**config.mk**
```make
export PLATFORM = sky130hd
export DESIGN_NAME = bcd_mod_step
export DESIGN_NICKNAME = d
export VERILOG_FILES = /design/src/rtl/bcd_div_pkg.sv /design/src/rtl/bcd_mod_step.sv
export SDC_FILE = /design/constraint.sdc
export NUM_CORES = 1
export LEC_CHECK = 0
export CAP_MARGIN = 20
export CORE_AREA = 2 2 56 58
export DETAILED_ROUTE_END_ITERATION = 7
export DIE_AREA = 0 0 58 60
export PLACE_DENSITY_LB_ADDON = 0.15
export SYNTH_ARGS = -nofsm -noshare
export SYNTH_HDL_FRONTEND = slang
export SYNTH_SLANG_ARGS = --single-unit
```
**constraint.sdc**
```tcl
create_clock -name vclk -period 10.13
set_input_delay 1.013 -clock vclk [all_inputs]
set_output_delay 1.013 -clock vclk [all_outputs]
set_load 0.1 [all_outputs]
```
**src/rtl/bcd_div_pkg.sv**
```systemverilog
// Shared types and constants for the BCD divisibility checker.
// Consumed by bcd_mod_step and bcd_divisibility_checker.
package bcd_div_pkg;

    typedef enum logic [1:0] {
        IDLE  = 2'd0,
        ACCUM = 2'd1,
        DONE  = 2'd2
    } stateT;

    localparam int BCD_RADIX     = 10;
    localparam int BCD_MAX_DIGIT = 9;

    function automatic bit paramsLegal(input int digits, input int divisor);
        return (digits >= 1) && (digits <= 16) && (divisor >= 2) && (divisor <= 99);
    endfunction

endpackage

```
**src/rtl/bcd_mod_step.sv**
```systemverilog
// One MSD-first remainder step: nextRem = (rem*10 + digit) mod DIVISOR.
// Purely combinational; reduces by subtracting the largest k*DIVISOR, k = 0..10.
module bcd_mod_step
    import bcd_div_pkg::*;
#(
    parameter int DIVISOR = 11,
    localparam int REM_W = $clog2(DIVISOR)
) (
    input  logic [REM_W-1:0] rem,
    input  logic [3:0]       digit,
    output logic [REM_W-1:0] nextRem
);

    // rem*10 + digit never reaches 10*DIVISOR + 6, even for raw digits up to 15
    localparam int SUM_W = $clog2(BCD_RADIX * DIVISOR + 6);

    logic [SUM_W-1:0] sum;

    always_comb begin
        sum     = SUM_W'(rem) * SUM_W'(BCD_RADIX) + SUM_W'(digit);
        nextRem = REM_W'(sum);
        for (int k = 1; k <= BCD_RADIX; k++) begin
            if (sum >= SUM_W'(k * DIVISOR)) begin
                nextRem = REM_W'(sum - SUM_W'(k * DIVISOR));
            end
        end
    end

endmodule

```
==> results.yml <==
status:
  run_status: "complete, no violations"
floorplan:
  fp.dieArea_sq_mm: 0.003480
  rows: 20
  die_w_microns: 58
  io_pins: 12
  core_area_sq_mm: 0.002903
  chipHeight_microns: 60
  effective_utilization_at_floorplan_pct: 56.81
timing:
  layout_worst_path_cycle_share_pct: 71.69
  maxSlewHeadroom_pct: 34.86
  postLayoutSetupSlackWorst_ns: 2.868
  final_hold_viol_count: 0
  setup_viol: 0
  timing.final.max_slew_violations: 0
  worst_slew_pin_slew_ns: 0.9737
  max_freq_mhz: 137.7
  layout_min_cycle_time_ns: 7.262
  finalSetupTns_ns: 0
  rsz_0062_raised_after_global_routing: "false"
grt:
  globalRouteTotalUtil_pct: 30.31
  antenna_violations_before_repair: 0
  grt_start_max_net_pins: 18
  number_of_global_route_vias_before_repair: 1778
  grt_pass1_wl_microns: 8411
  grt.overflow.total: 0
logic_synthesis:
  yosys.area.top_type: "ha_1"
  synth_top_area_share_pct: 15.93
  yosys.cell_types.count: 68
  synth_nets: 256
  postSynthCellCount: 225
  sequential_element_share_of_the_synthesized_area_pct: 0
  synth_area_per_cell_sq_um: 7.329
  mappedNetlistArea_sq_mm: 0.001649
  synth.top_cells.by_area: "ha_1, a21oi_1, xnor2_1"
  ys.warnings.count: 0
placed_design:
  placed_cells: 260
  placement.io_buffers: 12
  finalWeightedCongestion: 0.9549
  post-place-ws_ns: 2.962
  dpl.hpwl_microns: 4030
cells_and_area:
  antenna_cells: 0
  finalNetCount: 260
  n_sequential_cell: 0
  layout.area.seq_sq_um: 0
  fin_cells: 260
  nClkBuffers: 0
  syn2layout_area_growth_pct: 6.525
  post_route_cells_drive_above_1_share_pct: 7.930
setup_path:
  critical_path_required_ns: 9.12
  critPathMaxFanout: 14
  worstSetupEndpointType: "output port"
  worst_setup_path_start_kind: "primary input"
  crit_arrival_ns: 6.25
  timing.setup.critical_path_class: "primary input to output port"
pwr:
  power_per_cell_area_mw_per_mm2: 173.5
  irDropWorstVdd_v: 0.0001732
  p_leak_nw: 0.6785
route:
  dr_total_vias: 1908
  routed_wire_length_per_instance_microns: 19.71
  drc: 0
  drtAntennaViolNets: 0
  detail_route.vias_per_cell: 7.338
  number_of_optimization_iterations_in_the_first_detailed_route_pass: 5
  drt_wl_total_microns: 5125
  drt-initial-drc-count: 170
clocking:
  post_cts_hold_buffer_count: 0
  postCtsSetupRepairBufs: 0
  cts_resized: 0
hold_path:
  holdCritPathClass: "primary input to output port"
job:
  max-cap-violations: 0
## through the flow
stage	util (%)	instance area (sq um)	hold slack, ns	power, mW
final	60.52	1757	3.940	0.3048
after global routing	60.52	1757	3.952	0.3223
after CTS	60.52	1757	3.929	0.2985
after detailed placement	60.52	1757	3.922	0.2970
after global placement	60.52	1757	3.925	0.2936
after floorplan	-	1649	2.954	0.2385
## per-layer routing
layer | wire length (microns) | part of all wire (%) | global-route usage (%)
met1 | 2094 | 41 | 38.84
met2 | 2518 | 49 | 54.38
met3 | 391 | 7.6 | 1.299
met4 | 120 | 2.3 | 9.967
met5 | 0 | 0 | 0
## path summary, 6_finish.rpt
| path | start | end | slack (ns) | depth (start not counted) |
|---|---|---|---|---|
| setup / recovery | rem[0] | nextRem[1] | 2.87 | 13 |
| hold / removal | digit[0] | nextRem[0] | 3.94 | 4 |
## critical path, stage by stage
cell	delay [ns]
clkdlybuf4s50_1	0.44
ha_1	0.29
fa_1	0.86
inv_1	0.34
ha_1	0.29
and2_1	0.21
a2111oi_2	0.35
a211oi_1	0.09
or4_4	0.61
nand3b_2	0.10
o211ai_1	0.12
a222oi_1	0.33
clkdlybuf4s50_1	1.19
## cell families after synthesis
kind of cell / synth area share, %
simple gates: 25.11
buf+inv: 6.374
xor+xnor: 6.298
mux: 0.9102
compound gates: 42.34
fa+ha+maj: 18.97
## Yosys cell counts, drive strengths merged (4+ instances only)
cell    number
nor2        11
inv         11
xnor2        9
o21ai        7
a31oi        7
and2         4
o211ai       7
nor3        10
nand2       19
ha          21
clkbuf       5
buf          6
a21o         6
nand3        6
o311ai       4
a21oi       20
nor4         5
## cells in the final DEF, fill, tap and decap left out, types with 4 or more instances in the layout
cell and instances:
ha_1 21, inv_1 10, nand2_1 18, nor3_1 10, nor2_1 11, nor4_1 5, a21oi_1 17, clkdlybuf4s50_1 12
a21o_1 6, and2_1 4, a31oi_1 7, o211ai_1 6, nand3_1 5, xnor2_1 9, o21ai_0 4
## power by group
group	internal (mW)	switching, mW	leakage, nW
Clock	0	0	0
Sequential	0	0	0
Combinational	0.0971	0.208	0.678
## layout make-up
class | instances | area [sq um]
fillers | 266 | 1146
repair buffers | 13 | 127.6
inverters | 11 | 43.79
multi-input cells | 203 | 1544
well taps | 33 | 41.29
Power figures use the tool's default switching activity.
